### src/rtl/adc_axis_downsizer.sv
// 128-bit to OUT_WIDTH-bit AXI-stream down-converter with a two-word buffer,
// frame tlast generation, frame counter and synchronous flush.
module adc_axis_downsizer #(
  parameter int OUT_WIDTH   = 32,
  parameter int FRAME_WORDS = 256
) (
  input  logic                 pl_clk,
  input  logic                 rst,
  input  logic                 flush,
  input  logic [127:0]         s_axis_tdata,
  input  logic                 s_axis_tvalid,
  output logic                 s_axis_tready,
  output logic [OUT_WIDTH-1:0] m_axis_tdata,
  output logic                 m_axis_tvalid,
  input  logic                 m_axis_tready,
  output logic                 m_axis_tlast,
  output logic [15:0]          frames_done
);

  localparam int RATIO = 128 / OUT_WIDTH;
  localparam int BW    = (RATIO > 2) ? 2 : 1;
  localparam logic [BW-1:0] LAST_BEAT = BW'(RATIO - 1);
  localparam logic [15:0]   LAST_WORD = 16'(FRAME_WORDS - 1);

  logic [127:0]  mem [2];
  logic          wr_ptr;
  logic          rd_ptr;
  logic [1:0]    count;
  logic [1:0]    next_count;
  logic [BW-1:0] beat;
  logic [15:0]   word_idx;
  logic          s_ready;
  logic          push;
  logic          beat_done;
  logic          pop;
  logic [6:0]    lane_lsb;

  assign s_axis_tready = s_ready;
  assign push          = s_axis_tvalid && s_ready;
  assign m_axis_tvalid = (count != 2'd0);
  assign beat_done     = m_axis_tvalid && m_axis_tready;
  assign pop           = beat_done && (beat == LAST_BEAT);
  assign m_axis_tlast  = m_axis_tvalid && (beat == LAST_BEAT) && (word_idx == LAST_WORD);

  // Lane select, least-significant lane first.
  assign lane_lsb     = 7'(beat) * 7'(OUT_WIDTH);
  assign m_axis_tdata = mem[rd_ptr][lane_lsb +: OUT_WIDTH];

  always_comb begin
    next_count = count;
    if (push && !pop) begin
      next_count = count + 2'd1;
    end else if (pop && !push) begin
      next_count = count - 2'd1;
    end
  end

  always_ff @(posedge pl_clk or negedge rst) begin
    if (!rst) begin
      for (int i = 0; i < 2; i++) begin
        mem[i] <= '0;
      end
      wr_ptr      <= 1'b0;
      rd_ptr      <= 1'b0;
      count       <= 2'd0;
      beat        <= '0;
      word_idx    <= 16'd0;
      frames_done <= 16'd0;
      s_ready     <= 1'b0;
    end else if (flush) begin
      // Flush drops buffered words but keeps the completed-frame count.
      wr_ptr   <= 1'b0;
      rd_ptr   <= 1'b0;
      count    <= 2'd0;
      beat     <= '0;
      word_idx <= 16'd0;
      s_ready  <= 1'b0;
    end else begin
      if (push) begin
        mem[wr_ptr] <= s_axis_tdata;
        wr_ptr      <= ~wr_ptr;
      end
      if (beat_done) begin
        if (beat == LAST_BEAT) begin
          beat   <= '0;
          rd_ptr <= ~rd_ptr;
          if (word_idx == LAST_WORD) begin
            word_idx    <= 16'd0;
            frames_done <= frames_done + 16'd1;
          end else begin
            word_idx <= word_idx + 16'd1;
          end
        end else begin
          beat <= beat + BW'(1);
        end
      end
      count   <= next_count;
      s_ready <= (next_count < 2'd2);
    end
  end

endmodule

### config.mk
export PLATFORM = sky130hd
export DESIGN_NAME = adc_axis_downsizer
export DESIGN_NICKNAME = d
export VERILOG_FILES = /design/src/rtl/adc_axis_downsizer.sv
export SDC_FILE = /design/constraint.sdc
export NUM_CORES = 1
export LEC_CHECK = 0
export ABC_CLOCK_PERIOD_IN_PS = 4700
export BUFFER_PORTS_ARGS = -buffer_cell sky130_fd_sc_hd__clkbuf_2
export CAP_MARGIN = 25
export CORE_ASPECT_RATIO = 1.75
export CORE_MARGIN = 2
export CORE_UTILIZATION = 53
export DETAILED_ROUTE_END_ITERATION = 12
export PLACE_DENSITY_LB_ADDON = 0.12
export SYNTH_ARGS = -nofsm -noshare
export SYNTH_HDL_FRONTEND = slang
export SYNTH_SLANG_ARGS = --single-unit
### constraint.sdc
create_clock -name pl_clk -period 4.7 [get_ports pl_clk]
set_input_delay 0.94 -clock pl_clk [delete_from_list [all_inputs] [get_ports pl_clk]]
set_output_delay 0.94 -clock pl_clk [all_outputs]
set_load 0.01 [all_outputs]
==> metrics.log, run 1 <==
[metrics] post-synth net total: 984
[metrics] final setup violation count: 0
[metrics] final cell count without fillers: 1,358
[metrics] clock sinks: 295
[metrics] time the final worst path needs with I/O delays and setup: 3.67 ns
[metrics] Layout Utilization: 0.628
[metrics] via count of the routed design: 7,785
[metrics] area enclosed by the die boundary: 0.0263 mm2
[metrics] endpoint of the worst register-to-register path: frames_done[9]$_DFFE_PN0P_
[metrics] starting DRC count in detailed routing: 305
[metrics] fin. max-slew vios: 0
[metrics] post-route setup TNS: 0 ns
[metrics] Vert. Die Dim: 213 um
[metrics] Nets: 1,161
[metrics] share of flip-flops with an asynchronous set or reset: 1.00
[metrics] antenna violations before repair: 2
[metrics] routed wire length: 31.0 mm
[metrics] final weighted congestion of routability-driven global placement: 0.836
[metrics] worst-path fanout max: 42
[metrics] overall overflow remaining after global route: 0
[metrics] Distinct cells, synth: 38
[metrics] Hold Crit Class: reg2reg
[metrics] crit end category: output port
[metrics] total routing usage reported by global routing: 0.246
[metrics] unrepaired setup endpoints after global routing: false
[metrics] routed wirelength normalized by instance count: 22.8 um
[metrics] fraction of post-synthesis cell area in the top cell type by area: 0.557
[metrics] number of buffers added by the clock tree synthesis step: 28
[metrics] mean cell area of the mapped netlist: 15.6 um2
[metrics] Req. time, crit path: 3.76 ns
[metrics] clk_skew: 0.0115 ns
[metrics] startpoint types: flip-flop
[metrics] number of buffers inserted by hold repair at cts: 0
[metrics] critical-path cell with the highest stage delay: dfrtp_4
[metrics] post-cts sizing count: 0
[metrics] site row count: 76
[metrics] DRC errors left: 0
[metrics] number of iterations in the first detailed-routing pass: 4
[metrics] post-synthesis instance area: 0.0132 mm2
[metrics] yosys warns: 0
[metrics] total of buffers placed on input and output ports: 183
[metrics] wire length of the first global-routing pass: 47.8 mm
[metrics] source of the worst hold timing path: frames_done[15]$_DFFE_PN0P_
[metrics] top-count cell post-synth: dfrtp_1
[metrics] r2r worst-path depth: 7
[metrics] highest cell delay on the worst timing path: 0.76 ns
[metrics] crit-path leading delay family: multiplexers
[metrics] area added between synthesis and finish: 16.8%
[metrics] kind of critical path: reg2out
[metrics] TritonCTS clock tree: yes
[metrics] worst hold path cell count: 1
[metrics] CP cell instances: buf_12 > mux4_2 > mux2_2 > clkbuf_2
[metrics] top area cells in the synthesized netlist: dfrtp_1, mux2_2, mux4_2
[metrics] Reg-to-Reg Start: beat[0]$_DFFE_PN0P_
[metrics] maximum clock insertion buffer count: 3
[metrics] Worst Tran Pin Value: 0.916 ns
[metrics] flop2flop setup slack: 1.82 ns
[metrics] final hold viol count: 0
[metrics] post-CTS setup buffer count: 0
[metrics] total I/O pin count: 184
[metrics] Post-synth EDFFs: 0
[metrics] minimum hold slack: 0.475 ns
[metrics] most frequently used flop master after synthesis: dfrtp_1
[metrics] most numerous cell types in the synthesized netlist: dfrtp_1, mux2_2, mux4_2
[metrics] IR Drop Worst-Case VDD: 392 uV
[metrics] final critical-path share of the clock period: 0.781
[metrics] fraction of the yosys area taken by sequential cells: 0.557
[metrics] HPWL after detailed placement: 21.9 mm
[metrics] post-synthesis register bit count: 295
[metrics] share of cells above drive strength 1: 0.575
[metrics] highest clock rate: 272 MHz
[metrics] number of stages on the worst setup path: 4
[metrics] fill cell total of the finished layout: 1,925
[metrics] standard cell core area: 0.0246 mm2
[metrics] clock latency on the worst-skew pair: 0.54 ns
[metrics] Clock transition at path regs: 0.06 ns
[metrics] ratio of routed vias to standard cells: 5.73
[metrics] Max-Slew Margin vs Limit: 0.389
[metrics] buffers plus inverters on the worst setup path: 2
[metrics] # H-tree levels: 1
[metrics] Static Leakage: 6.93 nW
[metrics] WP data arrival: 2.73 ns
[metrics] pin count of the biggest net entering global routing: 119
[metrics] via count of the first global-routing pass: 8,590
[metrics] Multi-input gate area: 0.00565 mm2
[metrics] cell accounting for the most synthesized area: dfrtp_1
[metrics] Overall Power: 7.26 mW
[metrics] run status: complete, no violations
[metrics] Storage cell area: 0.00739 mm2
[metrics] number of instances in the placed design: 1,305
[metrics] number of routed nets with antenna violations: 0
[metrics] hold-critical path endpoint: frames_done[15]$_DFFE_PN0P_
[metrics] chip width: 123 um
[metrics] power per unit of standard cell area: 469 mW/mm2
[metrics] clock tree root buffer cell: clkbuf_16
[metrics] number of max-cap violations: 0
[metrics] number of instances in the synthesized netlist: 847
[metrics] starting density of the core: 0.538
## layer usage
layer  up-vias  share of wire  GRT usage  routed length [um]
li1       3501              -          -                   -
met1      4060           0.35      0.266               10800
met2       181           0.58      0.477               18000
met3        43          0.046     0.0411                1410
met4         0          0.023     0.0705                 707
met5         -              0          0                   0
## per-stage QoR
| step | setup WS, ns | instance area, um2 |
|---|---|---|
| detailed placement | 1.53 | 14500 |
| CTS | 0.941 | 15400 |
| global placement | 1.54 | 14500 |
| floorplan | 1.89 | 13200 |
| global route | 0.845 | 15500 |
| finish | 1.03 | 15500 |
## flip-flops by register name (all words and copies together), names as in the netlist
name and flops:
rd_ptr 1, mem 256, count 2, frames_done 16, word_idx 16, wr_ptr 1
beat 2, s_axis_tready 1
## power by group
group | internal [mW] | total (mW) | leakage, nW | switching, mW
combinational | 0.888 | 1.41 | 2.79 | 0.527
clock | 1.33 | 2.27 | 0.457 | 0.940
sequential | 3.20 | 3.57 | 3.68 | 0.373
## how the worst max path moves through the flow
stage / startpoint / to / slack [ns]
finish: rd_ptr$_DFFE_PN0P_ / m_axis_tdata[10] / 1.03
global route: rd_ptr$_DFFE_PN0P_ / m_axis_tdata[10] / 0.85
CTS: rd_ptr$_DFFE_PN0P_ / m_axis_tdata[10] / 0.94
detailed placement: rd_ptr$_DFFE_PN0P_ / m_axis_tdata[10] / 1.53
global placement: rd_ptr$_DFFE_PN0P_ / m_axis_tdata[10] / 1.54
floorplan: rd_ptr$_DFFE_PN0P_ / m_axis_tdata[0] / 1.89
## cell type report
cell class / count / share of cell area
Antenna cell: 2 / 0.000324
Clock buffer: 47 / 0.0571
Clock inverter: 3 / 0.00299
Inverter: 4 / 0.000971
Multi-Input combinational cell: 499 / 0.365
Sequential cell: 295 / 0.478
Tap cell: 312 / 0.0252
Timing Repair Buffer: 196 / 0.0707
## cells in the final DEF, fill, tap and decap left out, drive strengths merged, types with 3 or more instances in the layout
cell    instances
nor3            7
buf            14
nand3           8
xor2           14
xnor2          14
a31oi           4
clkbuf        229
nand2          16
a21oi           8
nand4          11
and4            3
nor2           26
ha              4
mux4           64
o21ai           4
a22o            3
dfrtp         295
mux2          290
nor4            5
inv             5
## kinds of logic after synthesis
logic type	share of synthesized area
buffers and inverters	0.0168
DFF	0.557
xor gates and xnor gates	0.0185
AOI/OAI and AO/OA	0.0102
and+or+nand+nor	0.0362
muxes	0.357
adders and majority gates	0.00378
No activity file was read; power rests on OpenSTA's default activity.
==> run 2, diff against run 1 <==
Settings changed: ABC_CLOCK_PERIOD_IN_PS 4700 to 3000, CORE_UTILIZATION 53 to 52.
Clock period 4.7 ns to 3 ns, I/O delays scaled along.
==> metrics.log, run 2 (synthesis results as in run 1) <==
[metrics] DRC errors left: 0
[metrics] # H-tree levels: 1
[metrics] number of routed nets with antenna violations: 0
[metrics] Overall Power: 11.4 mW
[metrics] kind of critical path: reg2out
[metrics] Clock transition at path regs: 0.07 ns
[metrics] total of buffers placed on input and output ports: 183
[metrics] pin count of the biggest net entering global routing: 102
[metrics] Vert. Die Dim: 215 um
[metrics] final setup violation count: 0
[metrics] wire length of the first global-routing pass: 51.4 mm
[metrics] routed wire length: 32.3 mm
[metrics] post-route setup TNS: 0 ns
[metrics] startpoint types: flip-flop
[metrics] clock sinks: 295
[metrics] clock tree root buffer cell: clkbuf_16
[metrics] buffers plus inverters on the worst setup path: 3
[metrics] final weighted congestion of routability-driven global placement: 0.822
[metrics] starting DRC count in detailed routing: 352
[metrics] Layout Utilization: 0.624
[metrics] HPWL after detailed placement: 23.6 mm
[metrics] via count of the routed design: 7,861
[metrics] crit end category: output port
[metrics] area added between synthesis and finish: 18.4%
[metrics] share of cells above drive strength 1: 0.584
[metrics] crit-path leading delay family: multiplexers
[metrics] minimum hold slack: -0.00506 ns
[metrics] IR Drop Worst-Case VDD: 507 uV
[metrics] CP cell instances: buf_4 > buf_12 > mux4_2 > mux2_2 > clkbuf_2
[metrics] clock latency on the worst-skew pair: 0.56 ns
[metrics] overall overflow remaining after global route: 0
[metrics] via count of the first global-routing pass: 8,963
[metrics] starting density of the core: 0.527
[metrics] flop2flop setup slack: 0.75 ns
[metrics] worst-path fanout max: 8
[metrics] routed wirelength normalized by instance count: 23.4 um
[metrics] register with the most flip-flops: mem
[metrics] fin. max-slew vios: 0
[metrics] total routing usage reported by global routing: 0.250
[metrics] site row count: 77
[metrics] final hold viol count: 1
[metrics] WP data arrival: 2.32 ns
[metrics] number of buffers inserted by hold repair at cts: 0
[metrics] final critical-path share of the clock period: 0.974
[metrics] Worst Tran Pin Value: 0.683 ns
[metrics] time the final worst path needs with I/O delays and setup: 2.92 ns
[metrics] fill cell total of the finished layout: 1,952
[metrics] chip width: 125 um
[metrics] highest clock rate: 342 MHz
[metrics] Nets: 1,178
[metrics] Hold Crit Class: in2async
[metrics] highest cell delay on the worst timing path: 0.56 ns
[metrics] clk_skew: 0.0254 ns
[metrics] TritonCTS clock tree: yes
[metrics] antenna violations before repair: 1
[metrics] ratio of routed vias to standard cells: 5.70
[metrics] Max-Slew Margin vs Limit: 0.545
[metrics] Static Leakage: 7.05 nW
[metrics] critical-path cell with the highest stage delay: mux4_2
[metrics] endpoint of the worst register-to-register path: frames_done[9]$_DFFE_PN0P_
[metrics] Reg-to-Reg Start: beat[1]$_DFFE_PN0P_
[metrics] number of max-cap violations: 0
[metrics] power per unit of standard cell area: 727 mW/mm2
[metrics] area enclosed by the die boundary: 0.0268 mm2
[metrics] largest registers: mem (256), frames_done (16), word_idx (16)
[metrics] number of iterations in the first detailed-routing pass: 4
[metrics] run status: finished, violations left
[metrics] r2r worst-path depth: 6
[metrics] total I/O pin count: 184
[metrics] standard cell core area: 0.0251 mm2
[metrics] Req. time, crit path: 2.40 ns
[metrics] number of buffers added by the clock tree synthesis step: 28
[metrics] unrepaired setup endpoints after global routing: false
[metrics] commonest cells after routing, fill and taps aside: dfrtp_1, mux2_2, clkbuf_2
[metrics] maximum clock insertion buffer count: 3
[metrics] number of flip-flops under the largest register name: 256
[metrics] most common cell after layout, fill and taps aside: dfrtp_1
[metrics] violations in the final reports: hold timing
## run 2: cell count changes in the layout (fill, tap and decap cells not counted), sizes merged
| cell | delta |
|---|---|
| inv | -1 |
| bufinv | +1 |
| clkbuf | -7 |
| clkinv | +8 |
| diode | -1 |
| clkinvlp | +1 |
| buf | +17 |
## run 2: worst max-delay path by stage
stage,start,to,slack (ns),cells past startpoint
5_1_grt,rd_ptr$_DFFE_PN0P_,m_axis_tdata[14],0.02,5
4_1_cts,rd_ptr$_DFFE_PN0P_,m_axis_tdata[14],0.07,5
2_1_floorplan,rd_ptr$_DFFE_PN0P_,m_axis_tdata[0],0.53,4
3_5_place_dp,rd_ptr$_DFFE_PN0P_,m_axis_tdata[7],0.46,4
3_3_place_gp,rd_ptr$_DFFE_PN0P_,m_axis_tdata[13],0.47,4
6_report,rd_ptr$_DFFE_PN0P_,m_axis_tdata[14],0.08,5
## run 2: final cells by class
| class | instances | area, um2 | area share |
|---|---|---|---|
| timing repair buffer | 213 | 1310 | 0.0838 |
| inverter | 4 | 15.0 | 0.000957 |
| tap | 316 | 395 | 0.0252 |
| clock inverter | 12 | 113 | 0.00718 |
| clock buffer | 40 | 807 | 0.0515 |
| antenna | 1 | 2.50 | 0.000160 |
| multi-input combinational | 499 | 5650 | 0.360 |
| sequential | 295 | 7390 | 0.471 |
## run 2: where the power goes
group          switching, mW  internal (mW)
Combinational          0.839           1.40
Clock                   1.51           2.04
Sequential             0.592           5.01
## run 2: metal layers
layer | part of all wire | routed length, um | GRT usage
met5 | 0 | 0 | 0
met4 | 0.043 | 1370 | 0.104
met3 | 0.043 | 1380 | 0.0403
met2 | 0.57 | 18300 | 0.478
met1 | 0.35 | 11200 | 0.269
## run 2: timing repair
item	4_1_cts	5_1_grt
resized for setup	0	0
buffers inserted	5	0
setup endpoints to repair	32	0
## run 2: stage by stage
step	setup WS (ns)	hold WS (ns)	cells	area [um2]
2_1_floorplan	0.528	0.304	847	13200
3_3_place_gp	0.474	0.463	1322	14700
3_5_place_dp	0.463	0.466	1322	14700
4_1_cts	0.0651	0.0297	1379	15700
5_1_grt	0.0241	0.0439	1379	15700
6_report	0.0794	-0.00506	1380	15700
==> run 3, diff against run 2 <==
--- a/constraint.sdc
+++ b/constraint.sdc
@@ -3,2 +3,2 @@
 set_output_delay 0.6 -clock pl_clk [all_outputs]
-set_load 0.01 [all_outputs]
+set_load 0.1 [all_outputs]
==> metrics.log, run 3 (synthesis results as in run 1) <==
[metrics] HPWL after detailed placement: 25.0 mm
[metrics] total routing usage reported by global routing: 0.257
[metrics] r2r worst-path depth: 6
[metrics] TritonCTS clock tree: yes
[metrics] Static Leakage: 7.21 nW
[metrics] total I/O pin count: 184
[metrics] final critical-path share of the clock period: 0.983
[metrics] run status: complete, no violations
[metrics] number of buffers inserted by hold repair at cts: 0
[metrics] routed wirelength normalized by instance count: 24.5 um
[metrics] maximum clock insertion buffer count: 3
[metrics] overall overflow remaining after global route: 0
[metrics] design internal power: 8.99 mW
[metrics] worst-path fanout max: 17
[metrics] IR Drop Worst-Case VDD: 669 uV
[metrics] crit end category: output port
[metrics] number of flip-flops under the largest register name: 256
[metrics] clock latency on the worst-skew pair: 0.55 ns
[metrics] share of cells above drive strength 1: 0.583
[metrics] starting DRC count in detailed routing: 311
[metrics] switch share: 0.308
[metrics] chip width: 125 um
[metrics] area enclosed by the die boundary: 0.0268 mm2
[metrics] number of routed nets with antenna violations: 0
[metrics] pin count of the biggest net entering global routing: 73
[metrics] Clock transition at path regs: 0.06 ns
[metrics] largest registers: mem (256), frames_done (16), word_idx (16)
[metrics] most used routing layer: met2
[metrics] final setup violation count: 0
[metrics] site row count: 77
[metrics] endpoint of the worst register-to-register path: word_idx[9]$_DFFE_PN0P_
[metrics] routed wire length: 33.8 mm
[metrics] fin. max-slew vios: 0
[metrics] DRC errors left: 0
[metrics] Vert. Die Dim: 215 um
[metrics] flop2flop setup slack: 0.72 ns
[metrics] number of buffers added by the clock tree synthesis step: 28
[metrics] Hold Crit Class: in2async
[metrics] standard cell core area: 0.0251 mm2
[metrics] number of iterations in the first detailed-routing pass: 4
[metrics] most common cell after layout, fill and taps aside: dfrtp_1
[metrics] final hold viol count: 0
[metrics] Req. time, crit path: 2.40 ns
[metrics] final weighted congestion of routability-driven global placement: 0.853
[metrics] Overall Power: 13.0 mW
[metrics] wire length of the first global-routing pass: 52.0 mm
[metrics] WP data arrival: 2.35 ns
[metrics] M2 GR Usage: 0.510
[metrics] time the final worst path needs with I/O delays and setup: 2.95 ns
[metrics] clk_skew: 0.0102 ns
[metrics] starting density of the core: 0.527
[metrics] commonest cells after routing, fill and taps aside: dfrtp_1, mux2_2, clkbuf_2
[metrics] # H-tree levels: 1
[metrics] via count of the first global-routing pass: 8,854
[metrics] Worst Tran Pin Value: 0.675 ns
[metrics] power per unit of standard cell area: 802 mW/mm2
[metrics] Comb power frac: 0.291
[metrics] unrepaired setup endpoints after global routing: true
[metrics] register with the most flip-flops: mem
[metrics] total of buffers placed on input and output ports: 183
[metrics] sequential group share of total power: 0.431
[metrics] fill cell total of the finished layout: 1,896
[metrics] met3 track utilization from global routing: 0.0383
[metrics] ratio of routed vias to standard cells: 5.80
[metrics] kind of critical path: reg2out
[metrics] highest clock rate: 339 MHz
[metrics] Max-Slew Margin vs Limit: 0.546
[metrics] Clk pwr share: 0.279
[metrics] area added between synthesis and finish: 22.3%
[metrics] clock sinks: 295
[metrics] startpoint types: flip-flop
[metrics] number of max-cap violations: 0
[metrics] met1 Usage GRT: 0.265
[metrics] total net switching power: 3.99 mW
[metrics] via count of the routed design: 7,980
[metrics] Reg-to-Reg Start: beat[0]$_DFFE_PN0P_
[metrics] clock tree root buffer cell: clkbuf_16
[metrics] Nets: 1,174
[metrics] antenna violations before repair: 4
[metrics] minimum hold slack: 0.0123 ns
==> run 3: per-stage QoR <==
stage                      util  setup TNS [ns]  area, um2  setup slack, ns  cells
after floorplan               -               0      13200            0.302    847
after global placement    0.605               0      15200            0.471   1322
after detailed placement  0.605               0      15200            0.461   1322
after CTS                 0.643               0      16200          0.00803   1374
after global routing      0.644        -0.00562      16200         -0.00534   1375
final                     0.644               0      16200           0.0510   1377
==> run 3: worst max-delay path by stage <==
stage                        startpoint               end  cells after the start
2_1_floorplan  word_idx[12]$_DFFE_PN0P_      m_axis_tlast                      3
3_3_place_gp         rd_ptr$_DFFE_PN0P_  m_axis_tdata[23]                      4
3_5_place_dp         rd_ptr$_DFFE_PN0P_   m_axis_tdata[8]                      4
4_1_cts              rd_ptr$_DFFE_PN0P_   m_axis_tdata[8]                      4
5_1_grt              rd_ptr$_DFFE_PN0P_  m_axis_tdata[15]                      4
6_report             rd_ptr$_DFFE_PN0P_   m_axis_tdata[7]                      4
==> run 3: power by group through the flow <==
| stage | clock network (mW) | registers, mW | logic, mW |
|---|---|---|---|
| global placement | 0 | 5.64 | 3.73 |
| detailed placement | 0 | 5.68 | 3.80 |
| global route | 3.84 | 5.70 | 3.96 |
| CTS | 3.70 | 5.61 | 3.81 |
| finish | 3.62 | 5.59 | 3.77 |
| floorplan | 0 | 5.39 | 2.62 |
==> run 3: worst max-delay path: stages (launching register included) <==
cell	delay (ns)
dfrtp_4	0.51
buf_12	0.21
mux4_2	0.57
mux2_2	0.32
buf_12	0.17
==> run 3: final cells by class <==
type / instances / area (um2) / share of cell area
multi-input combinational: 499 / 5660 / 0.349
clock inverter: 9 / 103 / 0.00634
inverter: 4 / 15.0 / 0.000928
antenna: 3 / 7.51 / 0.000464
tap: 316 / 395 / 0.0244
timing repair buffer: 209 / 1780 / 0.110
clock buffer: 42 / 845 / 0.0522
sequential: 295 / 7390 / 0.456
==> run 3: what timing repair did <==
item | CTS | global route
setup buffers | 1 | 0
setup endpoints to repair | 31 | 4
hold endpoints to repair | 0 | 0
resized for setup | 0 | 2
==> run 3: metal layers <==
layer	share of wire	wire length, um
met5	0	0
met2	0.59	19800
met1	0.33	11200
met3	0.039	1330
met4	0.042	1410
